==> src/rtl/imem_port_arbiter.sv <==
// imem_port_arbiter: shares the single-port instruction memory between the
// CPU fetch port (p0) and the loader/debug port (p1). Port 0 has fixed
// priority, but port 1 is forced through after MAX_WAIT denied cycles.
// hold_cpu parks the CPU while a program is loaded. Responses are
// registered on the accept edge and presented the following cycle.
module imem_port_arbiter #(
  parameter int unsigned ADDR_WORDS = 8192,
  parameter int unsigned MAX_WAIT   = 4
) (
  input  logic        clk,
  input  logic        rst_n,
  input  logic        hold_cpu,
  input  logic        p0_valid,
  output logic        p0_ready,
  input  logic [31:0] p0_addr,
  output logic        p0_rvalid,
  output logic [31:0] p0_rdata,
  output logic        p0_err,
  input  logic        p1_valid,
  output logic        p1_ready,
  input  logic [31:0] p1_addr,
  input  logic        p1_we,
  input  logic [31:0] p1_wdata,
  output logic        p1_rvalid,
  output logic [31:0] p1_rdata,
  output logic        p1_err,
  output logic [31:0] mem_addr,
  input  logic [31:0] mem_rdata,
  output logic        mem_we,
  output logic [31:0] mem_wdata
);

  logic [7:0]  wait_cnt;
  logic        force1, g0, g1, bad;
  logic [31:0] sel_addr, rd_word;

  // Grant: p0 wins unless parked or p1 has waited its full budget.
  always_comb begin
    force1 = p1_valid & (wait_cnt == 8'(MAX_WAIT));
    g0     = p0_valid & ~hold_cpu & ~force1;
    g1     = p1_valid & ~g0;
  end

  assign p0_ready = g0;
  assign p1_ready = g1;

  // Memory drive and error decode for the granted request only.
  always_comb begin
    sel_addr  = g0 ? p0_addr : p1_addr;
    bad       = (sel_addr[1:0] != 2'b00) |
                ({2'b00, sel_addr[31:2]} >= 32'(ADDR_WORDS));
    mem_addr  = (g0 | g1) ? {sel_addr[31:2], 2'b00} : 32'h0;
    mem_we    = g1 & p1_we & ~bad;
    mem_wdata = g1 ? p1_wdata : 32'h0;
    // Writes and bad requests return zero data.
    rd_word   = (bad | (g1 & p1_we)) ? 32'h0 : mem_rdata;
  end

  // Starvation counter: counts cycles p1 is valid but not accepted.
  always_ff @(posedge clk or negedge rst_n) begin
    if (!rst_n)                 wait_cnt <= 8'h0;
    else if (!p1_valid || g1)   wait_cnt <= 8'h0;
    else if (wait_cnt != 8'(MAX_WAIT)) wait_cnt <= wait_cnt + 8'h1;
  end

  // Response registers: only the accepted port updates its data/err.
  always_ff @(posedge clk or negedge rst_n) begin
    if (!rst_n) begin
      p0_rvalid <= 1'b0;
      p0_rdata  <= 32'h0;
      p0_err    <= 1'b0;
      p1_rvalid <= 1'b0;
      p1_rdata  <= 32'h0;
      p1_err    <= 1'b0;
    end else begin
      p0_rvalid <= g0;
      p1_rvalid <= g1;
      if (g0) begin
        p0_rdata <= rd_word;
        p0_err   <= bad;
      end
      if (g1) begin
        p1_rdata <= rd_word;
        p1_err   <= bad;
      end
    end
  end

endmodule
==> config.mk <==
export PLATFORM = sky130hd
export DESIGN_NAME = imem_port_arbiter
export DESIGN_NICKNAME = d
export VERILOG_FILES = /design/src/rtl/imem_port_arbiter.sv
export SDC_FILE = /design/constraint.sdc
export NUM_CORES = 1
export LEC_CHECK = 0
export ABC_CLOCK_PERIOD_IN_PS = 5400
export BUFFER_PORTS_ARGS = -buffer_cell sky130_fd_sc_hd__buf_4
export CORE_MARGIN = 3
export CORE_UTILIZATION = 24
export DETAILED_ROUTE_END_ITERATION = 10
export GPL_TIMING_DRIVEN = 0
export PLACE_DENSITY = 0.6
export SLEW_MARGIN = 10
export SYNTH_ARGS = -nofsm -noshare
export SYNTH_HDL_FRONTEND = slang
export SYNTH_SLANG_ARGS = --single-unit
==> constraint.sdc <==
create_clock -name clk -period 5.4 [get_ports clk]
set_input_delay 0.27 -clock clk [delete_from_list [all_inputs] [get_ports clk]]
set_output_delay 0.27 -clock clk [all_outputs]
set_load 0.05 [all_outputs]
# After elaboration in Yosys (flattened, before gate mapping)
# Index checks and enable logic that the tools add are counted.
word_totals:
  word_cells: 34
  input_bits: 134
  out_inout_bits: 135
  regBits: 76
op_classes:
  magnitude_cmp: 1
  addsub: 1
  bitwise: 13
  n_mux: 6
  n_reduce_logical: 4
  eq_ne: 2
ops:
  columns: ["operator", "n"]
  rows:
  - ["$mux 32", 4]
  - ["$ge 30x14->1 const B", 1]
  - ["$mux 8", 2]
  - ["$add 8x1->8 const B", 1]
  - ["$eq 8x3->1 const B", 1]
  - ["$ne 8x3->1 const B", 1]
  - ["$and 1x1->1", 6]
  - ["$not 1->1", 4]
  - ["$reduce_bool 2->1", 2]
  - ["$or 1x1->1", 3]
  - ["$logic_not 1->1", 1]
  - ["$logic_or 1x1->1", 1]

# Longest topological paths before layout
depth:
  ltp_word: 9
  depth_mapped: 10
  mapped_depth_nobuf: 8

# Worst setup path before layout
# Ideal clock, no wire load.
synth_path:
  kind: "register to output"
  startpoint: "register wait_cnt[4]"
  endpoint: "output port mem_wdata[24]"
  required_time_ps: 5130
  arrival_time_ps: 2045
  path_buffers: 2
  path_stages_with_launch: 8
  path_slack_ps: 3085
  path_cell_list: "dfrtp_1 -> or4b_1 -> nor2_1 -> a21oi_1 -> inv_2 -> buf_4 -> buf_4 -> and2_1"
synth_between:
  elab_chain_len: 7
synth_rtl:
  columns: ["element", "line", "text"]
  rows:
  - ["from (decl)", "33", "logic [7:0] wait_cnt;"]
  - ["from (signal assigned)", "63", "else if (wait_cnt != 8'(MAX_WAIT)) wait_cnt <= wait_cnt + 8'h1;"]
  - ["$eq 8x3->1", "39", "force1 = p1_valid & (wait_cnt == 8'(MAX_WAIT));"]
  - ["$and 1x1->1", "39", null]
  - ["$not 1->1", "40", "g0 = p0_valid & ~hold_cpu & ~force1;"]
  - ["$and 1x1->1", "40", null]
  - ["$not 1->1", "41", "g1 = p1_valid & ~g0;"]
  - ["$and 1x1->1", "41", null]
  - ["net p1_ready", "20", "output logic p1_ready,"]
  - ["$mux 32", "54", "mem_wdata = g1 ? p1_wdata : 32'h0;"]
  - ["to (decl)", "30", "output logic [31:0] mem_wdata"]
# The timed path passes the listed nets, and every way through them passes these cells.

# Worst setup path in the final report
layout_path:
  startpoint: "register wait_cnt[0]"
  endpoint: "output port mem_wdata[26]"
layout_between:
  elab_chain_len: 7
layout_rtl:
  columns: ["element", "line"]
  rows:
  - ["$eq 8x3->1", "39"]
  - ["$and 1x1->1", "39"]
  - ["$not 1->1", "40"]
  - ["$and 1x1->1", "40"]
  - ["$not 1->1", "41"]
  - ["$and 1x1->1", "41"]
  - ["$mux 32", "54"]
# Every way passes these cells.

==> impl_metrics.toml <==
[power_and_ir_drop]
p_per_area_nw_per_um2 = 243
vdd_drop_max_mv = 0.119
p_leak_nw = 3.26
total_power_mw = 1.55

[place]
port_buffers = 265
globalplace.congestion = 0.819
dp_hpwl_mm = 11.8
place_area_sq_um = 6060
place_ws_ns = 2.64

[grt]
grtUsageTotal_pct = 16.8
grt_pass1_wl_mm = 23.5
grt_overflow_total = 0
antenna_found_initial = 0
grt_max_degree = 77
first_global_vias = 4327

[setup_path]
critical_path_class = "flip-flop to output pin"
cp_top_family = "buffers and inverters"
crit_path_cell_trace = "inv_1 -> ha_1 -> nand4bb_1 -> nor2_1 -> a21oi_1 -> inv_2 -> buf_4 -> buf_4 -> and2_1 -> buf_4"
crit_fanout = 11
startpoint_type = "flip-flop"
slowest_delay_ns = 0.67
required_ns = 5.13
path_buf_inv = 5
end_kind = "output pin"
crit_top_cell = "buf_4"
critPathArrivalTime_ns = 2.77
slowest_stage = "a21oi_1"

[sta]
setup_viol = 0
slew_headroom_pct = 33.0
period_minus_slack_ns = 3.04
fmax_mhz = 329
finalClockSkew_ns = 0.00830
setup_ws_ns = 2.36
worst_pin_slew_ns = 1.00
setup-tns-final_ns = 0
maxSlewViolCount = 0
period_share_pct = 56.4
finalHoldViolCount = 0
grt_setup_unrepaired = "no"

[floorplanning]
pin_count = 269
core_sq_um = 15400
dieArea_sq_um = 17400
die_x_microns = 132
die_h_microns = 132
fp-row-count = 45
start_util_pct = 24.8

[yosys]
synthArstFlopShare_pct = 100
synth_area_leaders = "dfrtp_1 50%, nand2_1 16%, o2bb2ai_1 7.4%"
yosysTopAreaCell = "dfrtp_1"
synth.top_cell.area_share_pct = 50.0
synth-seq-cells = 76
ys_seq_area_share_pct = 50.0
yosys_warnings = 0
synth_flop_cell = "dfrtp_1"
synth-edff-count = 0
synth_top_cells_by_count = "161 x nand2_1, 76 x dfrtp_1, 34 x nand3_1, 32 x and2_1, 32 x o2bb2ai_1"
ys_types = 30
syn_area_per_cell_sq_um = 8.42
syn_area_sq_um = 3810
netlist_instances = 452
yosys.cell_count.top_type = "nand2_1"

[routing]
routed_wl_mm = 15.1
firstDrtPassIters = 4
num_vias = 4155
wl_per_cell_microns = 16.0
remaining_drc_errors = 0
via_per_inst = 4.40
drtAntennaViolNets = 0
drtIter0Drc = 173

[clocking]
cts_tree = "yes"
root_buffer = "clkbuf_16"
cts_buffers = 9
holdBufCountCts = 0
post_cts_buffers = 0
ctsLongestPathBuffers = 2
htreeDepth = 3
cts_resized = 0
cts.sinks = 76
clock_latency_ns = 0.33
clkSlewWorstSetupHoldPaths_ns = 0.06

[run_status]
outcome = "finished, final reports clean"

[layout]
final_area_sq_um = 6370
syn_to_final_growth_pct = 67.4
drive_gt1_share_pct = 41.4
final_util_pct = 41.4
layout.nets = 865
antenna_cells = 0

[run]
drv_cap = 0

[worst_hold_path]
hold_path.class = "primary input to asynchronous set/reset pin"
cell usage in the layout, fill, tap and decap left out, types with 2 or more instances in the layout:
master	instances
xor2_1	2
and2_1	32
o21ai_1	5
xnor2_1	4
nor4_1	8
and3_1	2
nor3_1	2
dfrtp_1	76
o21ai_0	27
a21oi_1	2
buf_2	13
nor2_1	12
clkinvlp_4	2
clkbuf_1	17
inv_6	2
clkbuf_16	9
inv_2	2
or3_1	2
buf_6	2
o2bb2ai_1	32
inv_1	2
buf_4	270
ha_1	2
nand3_1	34
conb_1	2
nand2_1	161
report_power, final:
part / internal, mW / switching, mW / leakage (nW)
Sequential: 0.570 / 0.000774 / 1.05
Combinational: 0.131 / 0.222 / 2.07
Clock: 0.365 / 0.260 / 0.145
Total: 1.07 / 0.483 / 3.26
metrics by stage:
step	cells	hold slack, ns
6_report	945	0.111
5_1_grt	945	0.180
4_1_cts	945	0.149
3_5_place_dp	929	0.473
3_3_place_gp	929	0.463
2_1_floorplan	453	-0.0256
cell type report:
| type | count | area, sq um |
|---|---|---|
| Inverter | 4 | 15.0 |
| Sequential cell | 76 | 1900 |
| Buffer | 37 | 189 |
| Timing Repair Buffer | 265 | 1990 |
| Fill cell | 1600 | 9000 |
| Clock inverter | 7 | 82.6 |
| Multi-Input combinational cell | 336 | 1700 |
| Clock buffer | 9 | 225 |
| Tap cell | 211 | 264 |
state kept, by name (all words and copies together) (netlist names):
register,count
p1_rdata,32
p1_rvalid,1
p0_rvalid,1
wait_cnt,8
p0_rdata,32
p0_err,1
p1_err,1
path summary, 6_finish.rpt:
check	from	endpoint	slack, ns	depth (start not counted)
worst min-delay path	rst_n	p0_rdata[18]	0.11	1
worst max register to register	wait_cnt[0]	p1_err	3.02	10
worst min register to register	p0_rdata[18]	p0_rdata[18]	0.48	2
min in group clk	mem_rdata[10]	p1_rdata[10]	0.18	3
worst max-delay path	wait_cnt[0]	mem_wdata[26]	2.36	10
max in group asynchronous	rst_n	p0_rdata[27]	4.64	1
worst register-to-register path: stages, from the launching register on:
cell and delay [ns]:
dfrtp_1 0.42, inv_1 0.07, ha_1 0.19, nand4bb_1 0.11, nor2_1 0.05, a21oi_1 0.67, inv_2 0.17, buf_4 0.24
buf_4 0.18, nor2_1 0.08, a21oi_1 0.05
cell families after synthesis:
kind of cell / Yosys count / synth area share [%]
AOI/OAI and AO/OA: 67 / 12.0
DFF: 76 / 50.0
other: 1 / 0.0985
buffers and inverters: 41 / 5.36
muxes: 1 / 0.394
adders and majority gates: 2 / 0.657
xor gates and xnor gates: 6 / 1.38
and+or+nand+nor: 258 / 30.1
layer usage:
metal	GRT usage (%)	vias to the layer above	routed length [microns]
met5	0	-	0
li1	-	2045	-
met2	28.8	218	7350
met1	20.5	1882	6200
met4	3.68	0	121
met3	5.53	10	1430
Power figures use the tool's default switching activity.
